===== config.mk =====
export PLATFORM = sky130hd
export DESIGN_NAME = barrel_shifter_pipe
export DESIGN_NICKNAME = d
export VERILOG_FILES = /design/src/rtl/barrel_shifter_pipe.sv
export SDC_FILE = /design/constraint.sdc
export NUM_CORES = 1
export LEC_CHECK = 0
export ABC_CLOCK_PERIOD_IN_PS = 3500
export BUFFER_PORTS_ARGS = -buffer_cell sky130_fd_sc_hd__buf_2
export CORE_ASPECT_RATIO = 0.7
export CORE_MARGIN = 8
export CORE_UTILIZATION = 45
export DETAILED_ROUTE_END_ITERATION = 10
export GPL_TIMING_DRIVEN = 0
export PLACE_DENSITY_LB_ADDON = 0.25
export SLEW_MARGIN = 5
export SYNTH_ARGS = -nofsm -noshare
export SYNTH_HDL_FRONTEND = slang
export SYNTH_SLANG_ARGS = --single-unit

===== constraint.sdc =====
create_clock -name clk -period 3.5 [get_ports clk]
set_input_delay 0.525 -clock clk [delete_from_list [all_inputs] [get_ports clk]]
set_output_delay 0.525 -clock clk [all_outputs]
set_load 0.02 [all_outputs]

===== src/rtl/barrel_shifter_pipe.sv =====
// barrel_shifter_pipe: pipelined shift/rotate unit, one stage per amount bit, with valid/ready handshakes
module barrel_shifter_pipe #(
  parameter int N = 8,
  parameter int TAG_W = 4,
  localparam int SW = $clog2(N)
) (
  input  logic             clk,
  input  logic             rst_n,
  input  logic             in_valid,
  output logic             in_ready,
  input  logic [N-1:0]     in_data,
  input  logic [SW-1:0]    in_amt,
  input  logic [2:0]       in_mode,
  input  logic [TAG_W-1:0] in_tag,
  output logic             out_valid,
  input  logic             out_ready,
  output logic [N-1:0]     out_data,
  output logic [TAG_W-1:0] out_tag,
  output logic             out_err
);
  logic [N-1:0]     d  [0:SW];
  logic [N-1:0]     sh [0:SW-1];
  logic [SW-1:0]    a  [0:SW-1];
  logic [2:0]       m  [0:SW];
  logic [TAG_W-1:0] t  [0:SW];
  logic [SW:0]      v;
  logic             adv;

  function automatic logic [N-1:0] step(input logic [N-1:0] w, input logic [2:0] md, input int s);
    logic [N-1:0] asr;
    asr = $signed(w) >>> s;
    return md == 3'd0 ? w << s :
           md == 3'd1 ? w >> s :
           md == 3'd2 ? asr :
           md == 3'd3 ? (w << s) | (w >> (N - s)) :
           md == 3'd4 ? (w >> s) | (w << (N - s)) : w;
  endfunction

  // Register k holds the word with amount bits 0..k-1 applied; register SW is the output.
  for (genvar k = 0; k < SW; k++) begin : g_st
    assign sh[k] = a[k][k] ? step(d[k], m[k], 1 << k) : d[k];
  end

  assign adv       = ~v[SW] | out_ready;
  assign in_ready  = adv;
  assign out_valid = v[SW];
  assign out_data  = d[SW];
  assign out_tag   = t[SW];
  assign out_err   = m[SW] > 3'd4;

  always_ff @(posedge clk or negedge rst_n)
    if (!rst_n) begin
      v <= '0;
      for (int i = 0; i <= SW; i++) begin
        d[i] <= '0;
        m[i] <= '0;
        t[i] <= '0;
      end
      for (int i = 0; i < SW; i++) a[i] <= '0;
    end else if (adv) begin
      v    <= {v[SW-1:0], in_valid};
      d[0] <= in_data;
      a[0] <= in_amt;
      m[0] <= in_mode;
      t[0] <= in_tag;
      for (int i = 0; i < SW; i++) begin
        d[i+1] <= sh[i];
        m[i+1] <= m[i];
        t[i+1] <= t[i];
      end
      for (int i = 1; i < SW; i++) a[i] <= a[i-1];
    end
endmodule


After elaboration in Yosys (flattened, before gate mapping). Cells that the tools add are included.

Eq/ne operators: 12. Magnitude comparators: 1. Bitwise gates (word level): 7. Mux-type cells: 18. Reductions and logical operators: 3.

Operators with widths (number): two-way mux 8 bit (18); equality test 3 x 2 -> 1 bit, second input constant (6); equality test 3 x 1 -> 1 bit, second input constant (3); equality test 3 bit, second input constant (3); logical NOT 3 bit (3); OR 4 x 8 -> 8 bit (1); OR 6 x 8 -> 8 bit (1); OR 7 x 8 -> 8 bit (1); OR 8 x 1 -> 8 bit (1); OR 8 x 2 -> 8 bit (1); > comparator 3 bit, second input constant (1); NOT 1 bit (1); OR 1 bit (1).

Register bits: 73. Input bits: 22. Word-level logic and storage cells: 57. Output and inout port bits: 15.

Logic depth before layout (Yosys ltp).
Word-level depth: 7. Depth in mapped cells: 7. Depth with buffers taken out: 5.

Worst setup path before layout. Ideal clock, no wire load.

Kind: in2out. Start: input port out_ready. End: output port in_ready. Required time: 2975 ps. Path slack: 1819 ps. Data arrival time: 1156 ps. Stages on the path: 5. Buffers on the path: 3. Cell sequence: nor2b_1 -> buf_2 -> inv_2 -> buf_6 -> buf_2.

Longest elaborated chain between the ends: 1.

Ends and longest elaborated chain: start, declared (RTL line 16) `input logic out_ready,`; OR 1 bit (RTL line 44) `assign adv = ~v[SW] | out_ready;`; end, declared (RTL line 10) `output logic in_ready,`.

Every way passes these cells.

Worst setup path in the final report.
Start: register v[3]. End: output port in_ready.

Longest elaborated chain between the ends: 2.

Ends and longest elaborated chain: start, declared (RTL line 26) `logic [SW:0] v;`; start signal, assigned (RTL line 61) `v <= {v[SW-1:0], in_valid};`; NOT 1 bit (RTL line 44); OR 1 bit (RTL line 44).

Every way passes these cells.

==> results.json <==
{
  "htreeDepth": 3,
  "synth_seq_area_share_pct": 48.6,
  "track_usage_pct": 17.6,
  "syn2layout_area_growth_pct": 17.6,
  "fin_crit_ns": 2.26,
  "start_kind": "register",
  "routed_via_density": 5.59,
  "crit_chain": "nor2b_1 -> buf_2 -> inv_2 -> buf_6 -> buf_2 -> buf_2",
  "required_ns": 2.97,
  "fin_area_mm2": 0.00424,
  "cp_slowest_stage_delay_ns": 0.38,
  "grt_pass1_wl_mm": 15.6,
  "yosysWarnings": 0,
  "avgSynthCellArea_um2": 8.86,
  "rsz0062_at_grt": "no",
  "cts_root_buf": "clkbuf_16",
  "reg2reg_depth": 6,
  "slowest_stage": "dfrtp_1",
  "setup_viol": 0,
  "grt_pass1_vias": 3047,
  "peakVddDrop_mv": 0.373,
  "drt-pass1-iter-count": 5,
  "end_kind": "output port",
  "die-area_mm2": 0.0112,
  "place.gp.congestion": 0.913,
  "initial_utilization_pct": 46.2,
  "die_w_um": 123,
  "synth_nets": 429,
  "power_density_mw_per_mm2": 995,
  "synth.distinct_cells": 46,
  "rrSetupSlack_ns": 1.82,
  "cts_made_buffers": 9,
  "routedWlPerCell_um": 16.3,
  "worstMarginPinSlew_ns": 0.563,
  "worst_ep_arrival_time_ns": 1.74,
  "antenna_found_initial": 0,
  "cts_hold_buf": 0,
  "portBuffers": 36,
  "detailedPlace.worstSlack_ns": 1.42,
  "setup_ws_ns": 1.24,
  "fmax_ghz": 0.442,
  "drc": 0,
  "dp_hpwl_mm": 6.40,
  "cpMostUsedCell": "buf_2",
  "nets": 477,
  "clockBufferDepth": 2,
  "syn_area_mm2": 0.00360,
  "ys_ff_latch": 70,
  "finalSetupTns_ns": 0,
  "p_leak_nw": 2.01,
  "fin_crit_sh_pct": 64.6,
  "grt_max_degree": 56,
  "drv_slew": 0,
  "dr_total_vias": 3130,
  "fp-row-count": 27,
  "r2r_end": "m[11]",
  "hold_path.class": "in2async",
  "io_pins": 37,
  "totalWireLength_mm": 9.14,
  "crit_type": "reg2out",
  "hold_viol_final": 0,
  "ys.flop_type": "dfrtp_1",
  "async_reset_ff_share_pct": 100,
  "cap_viol_max_count": 0,
  "core-area_mm2": 0.00780,
  "cp_max_fo": 10,
  "r2r-start": "v[3]",
  "postSynthCellCount": 407,
  "cts.sinks": 70,
  "clkLatencyLatePin_ns": 0.34,
  "drive_gt1_share_pct": 19.2,
  "ant_nets": 0,
  "cts_tree": "done",
  "grt.overflow.total": 0,
  "fin_skew_ns": 0.00618,
  "relSlewSlack_pct": 62.5,
  "cts_resized": 0,
  "placed_area_mm2": 0.00394,
  "cts_setup_buffers": 0,
  "clkTransAtPathRegs_ns": 0.06,
  "floorplan.die.height_um": 90.9,
  "synth_edf_count": 0,
  "status": "completed",
  "antenna_cells": 0,
  "drtIter0Drc": 260
}
power breakdown:
group | total, mW | switching (mW) | internal, mW
Sequential | 1.49 | 0.325 | 1.16
Clock | 0.906 | 0.339 | 0.567
Combinational | 1.82 | 1.06 | 0.766
stage by stage:
stage	power, mW	instances	hold slack, ns	util, %
6_report	4.22	560	0.0515	54.3
5_1_grt	4.53	560	0.0631	54.3
4_1_cts	4.22	560	0.0564	54.3
3_5_place_dp	3.29	545	0.416	50.5
3_3_place_gp	3.25	544	0.440	50.1
2_1_floorplan	2.78	407	0.229	-
area by class of cell:
cell class | count | area, um^2
Tap cell | 101 | 126
Sequential cell | 70 | 1750
Timing Repair Buffer | 37 | 210
Fill cell | 707 | 3560
Clock buffer | 10 | 239
Inverter | 13 | 48.8
Clock inverter | 5 | 60.1
Multi-Input combinational cell | 283 | 1540
Buffer | 41 | 265
metal layers:
layer	part of all wire (%)	global-route usage, %
met5	0	0
met4	1.3	5.29
met3	8.6	6.00
met2	43	24.5
met1	48	25.1
critical path: cells and delay by family, from the launching register on:
kind	cells	cell delay [ns]
AND/OR/NAND/NOR	1	0.13
buffers and inverters	5	0.88
flip-flops	1	0.38
state kept, by name, indices dropped and copies added, names as in the netlist:
signal,flops
d,24
m,12
t,12
out_data,8
a,6
out_tag,4
v,4
cells in the mapped netlist, types with 7 or more instances:
cell type	count	area [um^2]
nor2_1	12	45.0
buf_4	12	90.1
nand2b_1	8	50.1
o221ai_1	11	96.3
a221oi_1	8	70.1
buf_2	11	55.1
nand2_1	120	450
inv_1	11	41.3
a21oi_1	9	45.0
buf_6	7	78.8
o21ai_0	35	175
o22ai_1	10	62.6
dfrtp_1	70	1750
clkbuf_1	10	37.5
o22a_1	7	61.3
layout by cell type, fill, tap and decap left out, types with 4 or more instances in the layout:
cell type and instances:
o211ai_1 5, clkbuf_16 9, mux2i_1 4, o21ai_0 35
buf_6 7, nor3b_1 5, inv_1 11, nor2_1 12
o22ai_1 10, o21ai_1 5, o221ai_1 11, a211oi_1 5
buf_4 13, clkbuf_1 10, nand2_1 120, buf_2 46
a221oi_1 8, a21oi_1 9, or3_1 4, a32oi_1 4
nand2b_1 8, dfrtp_1 70, o22a_1 7
how the worst max path moves through the flow:
stage | startpoint | end | slack (ns) | cells past startpoint
6_report | v[3] | in_ready | 1.24 | 6
3_5_place_dp | out_ready | in_ready | 1.42 | 7
2_1_floorplan | out_ready | in_ready | 1.82 | 5
4_1_cts | v[3] | in_ready | 1.22 | 6
3_3_place_gp | out_ready | in_ready | 1.41 | 7
5_1_grt | v[3] | in_ready | 1.15 | 6
cell families (layout without fill, tap and decap cells):
family | count (synthesis) | in the layout | share of synthesized area (%)
XOR/XNOR | 1 | 1 | 0.243
multiplexers | 4 | 4 | 1.11
adder cells (fa/ha/maj) | 1 | 1 | 0.278
AO/OA/AOI/OAI | 115 | 115 | 21.9
AND/OR/NAND/NOR | 162 | 162 | 19.2
buffers and inverters | 54 | 106 | 8.71
flip-flops | 70 | 70 | 48.6
Power figures use the tool's default switching activity.
